==> src/rtl/config_sys.vh <==
// ---------------------------------------------------------------------------
// config_sys.vh
// System-wide floating-point widths shared by the alignment/add datapath.
// MANTISSA is the stored fraction width, EXPONENT the biased exponent width.
// The PE_* widths describe the fields of the stage bundles passed between
// pipeline stages (sign, exponent, significand with explicit hidden bit).
// ---------------------------------------------------------------------------
`ifndef CONFIG_SYS_VH
`define CONFIG_SYS_VH

`define MANTISSA  23
`define EXPONENT  8

`define PE_SIGN_W 1
`define PE_EXP_W  `EXPONENT
`define PE_SIG_W  (`MANTISSA + 1)

`endif

==> src/rtl/pe_align_add_pkg.sv <==
// ---------------------------------------------------------------------------
// pe_align_add_pkg
// Shared types for the align/add pipeline. All widths come from config_sys.vh.
// Optional feature macro: PE_ALIGN_STICKY_EN adds a sticky bit to the stage
// bundles; without it the bundles carry no sticky state at all.
// ---------------------------------------------------------------------------
package pe_align_add_pkg;

`include "config_sys.vh"

   localparam int M      = `MANTISSA;
   localparam int E      = `EXPONENT;
   localparam int SIGN_W = `PE_SIGN_W;
   localparam int EXP_W  = `PE_EXP_W;
   localparam int SIG_W  = `PE_SIG_W;

   // Effective operation after folding sub_op into the sign of b
   typedef enum logic {
      OP_ADD = 1'b0,
      OP_SUB = 1'b1
   } opKind_e;

   // Aligned operands held between the align stage and the add stage
   typedef struct packed {
      logic [SIGN_W-1:0] sign;
      logic [EXP_W-1:0]  exp;
      logic [SIG_W-1:0]  bigSig;
      logic [SIG_W-1:0]  smallSig;
      opKind_e           op;
`ifdef PE_ALIGN_STICKY_EN
      logic              sticky;
`endif
   } s1Bundle_t;

   // Unnormalized result handed to the leading-zero normalizer
   typedef struct packed {
      logic [SIGN_W-1:0] sign;
      logic [EXP_W-1:0]  exp;
      logic [SIG_W-1:0]  sig;
      logic              zero;
`ifdef PE_ALIGN_STICKY_EN
      logic              sticky;
`endif
   } outBundle_t;

   // Exponent increment after a carry-out; an all-ones exponent stays put
   function automatic logic [EXP_W-1:0] expIncSat(input logic [EXP_W-1:0] e);
      return (&e) ? e : e + 1'b1;
   endfunction

endpackage

==> src/rtl/pe_align_shift.sv <==
// ---------------------------------------------------------------------------
// pe_align_shift
// Combinational alignment barrel shifter. Shifts the smaller significand
// right by the exponent difference; distances beyond the significand width
// flush it to zero. With PE_ALIGN_STICKY_EN it also reports the OR of every
// bit shifted out, so rounding downstream still sees the lost precision.
// ---------------------------------------------------------------------------
module pe_align_shift
   import pe_align_add_pkg::*;
(
   input  logic [SIG_W-1:0] sig_i,
   input  logic [EXP_W-1:0] dist_i,
   output logic [SIG_W-1:0] shifted_o
`ifdef PE_ALIGN_STICKY_EN
   ,
   output logic             sticky_o
`endif
);

   localparam logic [EXP_W-1:0] MAX_DIST = EXP_W'(SIG_W);

   // Right shift; anything past M+1 positions leaves nothing behind
   always_comb begin
      shifted_o = '0;
      if (dist_i <= MAX_DIST) begin
         shifted_o = sig_i >> dist_i;
      end
   end

`ifdef PE_ALIGN_STICKY_EN
   logic [SIG_W-1:0] lostMask;

   // Mask of the low bits that fall off the end, then OR-reduce them
   always_comb begin
      lostMask = '1;
      if (dist_i <= MAX_DIST) begin
         lostMask = ~({SIG_W{1'b1}} << dist_i);
      end
      sticky_o = |(sig_i & lostMask);
   end
`endif

endmodule

==> src/rtl/pe_align_add.sv <==
// ---------------------------------------------------------------------------
// pe_align_add
// Two-stage floating-point align/add core with valid/ready handshakes.
//   S1: pick the larger-magnitude operand, align the smaller one.
//   S2: add or subtract the aligned significands, handle carry-out and the
//       exact-zero case; result is left unnormalized for the normalizer.
// Optional feature macro: PE_ALIGN_STICKY_EN carries the alignment sticky
// bit through both stages to sticky_out; otherwise sticky_out is tied low.
// ---------------------------------------------------------------------------
module pe_align_add
   import pe_align_add_pkg::*;
(
   input  logic             clk,
   input  logic             rst_n,
   input  logic             in_valid,
   output logic             in_ready,
   input  logic             sign_a,
   input  logic             sign_b,
   input  logic [EXP_W-1:0] exp_a,
   input  logic [EXP_W-1:0] exp_b,
   input  logic [SIG_W-1:0] sig_a,
   input  logic [SIG_W-1:0] sig_b,
   input  logic             sub_op,
   output logic             out_valid,
   input  logic             out_ready,
   output logic             sign_out,
   output logic [EXP_W-1:0] exp_out,
   output logic [SIG_W-1:0] sig_out,
   output logic             zero_out,
   output logic             sticky_out
);

   logic       s1Valid_q;
   s1Bundle_t  s1_q;
   s1Bundle_t  s1_d;
   logic       outValid_q;
   outBundle_t out_q;
   outBundle_t out_d;

   logic       s2Advance;
   logic       s1Advance;

   logic             effSignB;
   logic             effSub;
   logic             bSel;
   logic [EXP_W-1:0] expBig;
   logic [EXP_W-1:0] expSmall;
   logic [EXP_W-1:0] alignDist;
   logic [SIG_W-1:0] sigBig;
   logic [SIG_W-1:0] sigSmall;
   logic [SIG_W-1:0] sigAligned;
`ifdef PE_ALIGN_STICKY_EN
   logic             rawSticky;
`endif

   logic [SIG_W:0]   sum;
   logic [SIG_W-1:0] diff;

   // A stage moves forward when it is empty or the stage after it moves
   assign s2Advance = !outValid_q || out_ready;
   assign s1Advance = s1Valid_q && s2Advance;
   assign in_ready  = !s1Valid_q || s1Advance;

   // Align stage: fold sub_op into b's sign, choose the larger magnitude
   always_comb begin
      effSignB = sign_b ^ sub_op;
      effSub   = sign_a ^ effSignB;
      bSel     = (exp_b > exp_a) || ((exp_b == exp_a) && (sig_b > sig_a));
      expBig   = bSel ? exp_b : exp_a;
      expSmall = bSel ? exp_a : exp_b;
      sigBig   = bSel ? sig_b : sig_a;
      sigSmall = bSel ? sig_a : sig_b;
      alignDist = expBig - expSmall;

      s1_d          = '0;
      s1_d.sign     = bSel ? effSignB : sign_a;
      s1_d.exp      = expBig;
      s1_d.bigSig   = sigBig;
      s1_d.smallSig = sigAligned;
      s1_d.op       = effSub ? OP_SUB : OP_ADD;
`ifdef PE_ALIGN_STICKY_EN
      s1_d.sticky   = rawSticky;
`endif
   end

   pe_align_shift uAlignShift (
      .sig_i     (sigSmall),
      .dist_i    (alignDist),
      .shifted_o (sigAligned)
`ifdef PE_ALIGN_STICKY_EN
      ,
      .sticky_o  (rawSticky)
`endif
   );

   // Add stage: magnitude add with carry handling, or big-minus-small
   always_comb begin
      sum  = {1'b0, s1_q.bigSig} + {1'b0, s1_q.smallSig};
      diff = s1_q.bigSig - s1_q.smallSig;

      out_d      = '0;
      out_d.sign = s1_q.sign;
      out_d.exp  = s1_q.exp;
`ifdef PE_ALIGN_STICKY_EN
      out_d.sticky = s1_q.sticky;
`endif
      if (s1_q.op == OP_ADD) begin
         if (sum[SIG_W]) begin
            out_d.sig = sum[SIG_W:1];
            out_d.exp = expIncSat(s1_q.exp);
`ifdef PE_ALIGN_STICKY_EN
            out_d.sticky = s1_q.sticky | sum[0];
`endif
         end else begin
            out_d.sig = sum[SIG_W-1:0];
         end
      end else begin
         out_d.sig = diff;
      end

`ifdef PE_ALIGN_STICKY_EN
      if ((out_d.sig == '0) && !out_d.sticky) begin
`else
      if (out_d.sig == '0) begin
`endif
         out_d.sign = '0;
         out_d.exp  = '0;
         out_d.zero = 1'b1;
      end
   end

   // Align-stage register: accept a new operand pair whenever there is room
   always_ff @(posedge clk or negedge rst_n) begin
      if (!rst_n) begin
         s1Valid_q <= 1'b0;
         s1_q      <= '0;
      end else if (in_ready) begin
         s1Valid_q <= in_valid;
         if (in_valid) begin
            s1_q <= s1_d;
         end
      end
   end

   // Output register: holds the result steady until the consumer takes it
   always_ff @(posedge clk or negedge rst_n) begin
      if (!rst_n) begin
         outValid_q <= 1'b0;
         out_q      <= '0;
      end else if (s2Advance) begin
         outValid_q <= s1Valid_q;
         if (s1Valid_q) begin
            out_q <= out_d;
         end
      end
   end

   assign out_valid = outValid_q;
   assign sign_out  = out_q.sign;
   assign exp_out   = out_q.exp;
   assign sig_out   = out_q.sig;
   assign zero_out  = out_q.zero;
`ifdef PE_ALIGN_STICKY_EN
   assign sticky_out = out_q.sticky;
`else
   assign sticky_out = 1'b0;
`endif

endmodule
==> config.mk <==
export PLATFORM = sky130hd
export DESIGN_NAME = pe_align_add
export DESIGN_NICKNAME = d
export VERILOG_FILES = /design/src/rtl/pe_align_add_pkg.sv /design/src/rtl/pe_align_shift.sv /design/src/rtl/pe_align_add.sv
export VERILOG_INCLUDE_DIRS = /design/src /design/src/rtl
export SDC_FILE = /design/constraint.sdc
export NUM_CORES = 1
export LEC_CHECK = 0
export BUFFER_PORTS_ARGS = -buffer_cell sky130_fd_sc_hd__buf_4
export CAP_MARGIN = 20
export CORE_ASPECT_RATIO = 1.4
export CORE_MARGIN = 5
export CORE_UTILIZATION = 60
export DETAILED_ROUTE_END_ITERATION = 16
export PLACE_DENSITY = 0.81
export SLEW_MARGIN = 10
export SYNTH_ARGS = -nofsm -noshare
export SYNTH_HDL_FRONTEND = slang
export SYNTH_SLANG_ARGS = --single-unit
==> constraint.sdc <==
create_clock -name clk -period 10.9 [get_ports clk]
set_input_delay 0.545 -clock clk [delete_from_list [all_inputs] [get_ports clk]]
set_output_delay 0.545 -clock clk [all_outputs]
set_load 0.05 [all_outputs]
==> reports/metrics.cfg <==
[clock_network]
h-tree-depth=3
cts-root-to-sink-buffers=2
clock_sinks=94
tritoncts=built
clk_pin_slew_ps=70
ctsResizeCount=0
worstSkewPairLatency_ps=350
holdBufCountCts=0
root_buffer=sky130_fd_sc_hd__clkbuf_16
cts_buffers=9
cts_post_setup_buffers_inserted=0

[floorplan]
die_width_um=117
die-height_um=160
initial_core_util_pct=60.4
floorplan.die_area_um2=18800
io_pins=108
rows=55
core_area_um2=16000

[placement]
finalWeightedCongestion=0.944
dp_hpwl_mm=21.2
dp_cells=1436
port_buffers=106

[setup_path]
reg2reg_setup_slack_ps=5930
timing.rr.start=s1_q[1]
worst_ep_required_time_ps=11130
crit_fanout=26
worst_setup_path_start_kind=input pin
cp-end-kind=flip-flop
end_of_the_worst_register_to_register_path=exp_out[2]
cp.arrival_ps=5270
worst_path_class_setup=in2reg
timing.reg2reg.worst_path_depth=15

[detailed_routing]
detail_route.iter0.violations=635
drt-total-wl_mm=26.5
drt.antenna.violating_nets=0
vias_per_cell=6.33
route.detailed.drc=0
route.detailed.wl_per_inst_um=18.2
detailroute.via_count=9193
first_pass_iters=6

[synthesis]
synth_top_area_share_pct=24.3
post_synth.cell_area_avg_um2=8.15
synth.distinct_cells=87
post-synth-top-area-cell=sky130_fd_sc_hd__dfrtp_1
synth-main-ff-cell=sky130_fd_sc_hd__dfrtp_1
sequential_to_total_area_share_from_yosys_stat_pct=24.3
netlist_top_cells_area=sky130_fd_sc_hd__dfrtp_1 (24%), sky130_fd_sc_hd__ha_1 (10%), sky130_fd_sc_hd__nand2_1 (5.6%)
syn_inst=1188
postSynthRegisterBits=94
synth_async_sr_flop_share_pct=100
yosys_warnings=0
synth_area_um2=9680
synth_edf_count=0
synth_nets=1342

[global_route]
globalRouteMet3Util_pct=3.22
met2_usage_pct=47.5
grt_use_total_pct=27.3
initial_antenna_violation_count=0
use_met1_pct=33.7
grt_start_max_net_pins=92
grt_pass1_wl_mm=43.1
globalRouteOverflowTotal=0
grt_pass1_vias=8709
grt_busiest_layer=met2

[timing]
grt_setup_unrepaired=no
finalHoldViolations=0
setup-violations-final=0
fin_crit_sh_pct=46.2
drv_slew=0
timing_limited_maximum_frequency_mhz=199
fin_worst_skew_ps=7.12
min_period_ps=5040
totalNegativeSetupSlack_ps=0
tightestPinTransition_ps=1060
slew_headroom_pct=28.9

[worst_hold_path]
holdCritPathClass=in2async

[power]
worst_ir_drop_on_vdd_uv=167
power_density_nw_per_um2=181
p_leak_nw=4.95

[final_layout]
stdcell_count=1452
syn_to_final_growth_pct=12.0
antenna-diode-count=0
post_route_cells_drive_above_1_share_pct=15.4
nets=1402
fillerInstances=1409

[flow_run]
timing.max_cap.violations=0

[run_status]
outcome=finished clean

-- per-layer routing --
| metal | share of wire, % | up-vias | routed length [um] |
|---|---|---|---|
| met4 | 4.2 | 0 | 1120 |
| met5 | 0 | - | 0 |
| li1 | - | 4453 | - |
| met1 | 41 | 4344 | 10900 |
| met2 | 49 | 335 | 13100 |
| met3 | 5.1 | 61 | 1340 |
-- final cells by class --
class / count / area [um2] / area share (%)
clock buffers: 10 / 229 / 2.11
clock inverters: 6 / 93.8 / 0.866
inverters: 87 / 327 / 3.01
multi-input cells: 939 / 6710 / 61.9
flip-flops and latches: 94 / 2350 / 21.7
well taps: 199 / 249 / 2.30
repair buffers: 117 / 878 / 8.10
-- power by group --
group          switching, W  total, W  leakage [nW]  internal (W)
registers         0.0000562  0.000485          1.20      0.000429
logic              0.000720   0.00113          3.60      0.000415
clock network      0.000138  0.000341         0.159      0.000204
total              0.000914   0.00196          4.95       0.00105
-- cell usage in the layout (no fill, tap or decap), types with 13 or more instances in the layout --
master,netlist,routed
sky130_fd_sc_hd__nor3_1,20,20
sky130_fd_sc_hd__a21oi_1,92,92
sky130_fd_sc_hd__mux2_2,16,16
sky130_fd_sc_hd__xor2_1,14,14
sky130_fd_sc_hd__nor2_1,96,96
sky130_fd_sc_hd__inv_1,86,86
sky130_fd_sc_hd__a211oi_1,13,13
sky130_fd_sc_hd__nand4_1,15,15
sky130_fd_sc_hd__ha_1,81,81
sky130_fd_sc_hd__dfrtp_1,94,94
sky130_fd_sc_hd__nand2_1,144,142
sky130_fd_sc_hd__mux4_2,23,23
sky130_fd_sc_hd__o31ai_1,17,17
sky130_fd_sc_hd__mux2i_1,41,41
sky130_fd_sc_hd__o21ai_0,84,84
sky130_fd_sc_hd__nand2b_1,16,16
sky130_fd_sc_hd__xnor2_1,33,33
sky130_fd_sc_hd__nand3_1,22,22
sky130_fd_sc_hd__buf_4,4,117
-- worst max-delay path, cell delays in order --
cell	delay, ps
sky130_fd_sc_hd__buf_4	80
sky130_fd_sc_hd__inv_1	50
sky130_fd_sc_hd__ha_1	270
sky130_fd_sc_hd__buf_4	340
sky130_fd_sc_hd__nand4_1	170
sky130_fd_sc_hd__a2111oi_0	540
sky130_fd_sc_hd__and4_1	380
sky130_fd_sc_hd__a21oi_4	80
sky130_fd_sc_hd__mux2i_1	280
sky130_fd_sc_hd__inv_1	70
sky130_fd_sc_hd__ha_1	360
sky130_fd_sc_hd__clkinv_1	720
sky130_fd_sc_hd__mux2_2	550
sky130_fd_sc_hd__mux2_2	280
sky130_fd_sc_hd__a22o_1	230
sky130_fd_sc_hd__a211o_1	290
-- registers in the layout, indices dropped and copies added, names as in the netlist --
register and flops:
exp_out 8, out_valid 1, s1Valid_q 1, s1_q 58, sig_out 24, sign_out 1, zero_out 1
-- synth_stat cells (all sizes together) (8+ instances only) --
library cell,instances
a21oi,93
o21ai,85
mux4,23
nor4,10
xor2,14
nand4,15
a21o,12
o211ai,8
a22o,10
o41ai,8
ha,81
nor3,22
nand2b,16
nand2,145
o22ai,10
o31ai,17
a221oi,9
nor2,97
nor2b,11
mux2,17
a211oi,14
and3,8
inv,86
nand3,22
dfrtp,94
clkbuf,45
a31oi,8
xnor2,33
buf,23
mux2i,41
a221o,8
-- worst max path at each step --
stage | startpoint | to | slack, ps
after floorplan | exp_a[5] | s1_q[8] | 6620
after global placement | exp_b[0] | s1_q[7] | 5730
after detailed placement | exp_b[0] | s1_q[7] | 5520
after CTS | exp_b[0] | s1_q[7] | 5870
after global routing | s1_q[1] | exp_out[2] | 5550
final | exp_b[0] | s1_q[7] | 5860
-- logic make-up after synthesis --
family | share of synthesized area [%]
AO/OA/AOI/OAI | 23.9
XOR/XNOR | 4.25
adder cells (fa/ha/maj) | 10.9
buffers and inverters | 6.46
flip-flops | 24.3
multiplexers | 11.6
other | 0.0387
AND/OR/NAND/NOR | 18.6
-- through the flow --
stage               util, %  hold WS, ps  setup slack [ps]  area [um2]  power, W
CTS                    67.6          129              5870       10800   0.00195
global placement       65.6          460              5730       10500   0.00159
detailed placement     65.6          468              5520       10500   0.00161
finish                 67.6          123              5860       10800   0.00196
floorplan                 -          249              6620        9680   0.00131
global route           67.6          151              5550       10800   0.00208
Note: power is estimated with default switching activity, not from simulation.
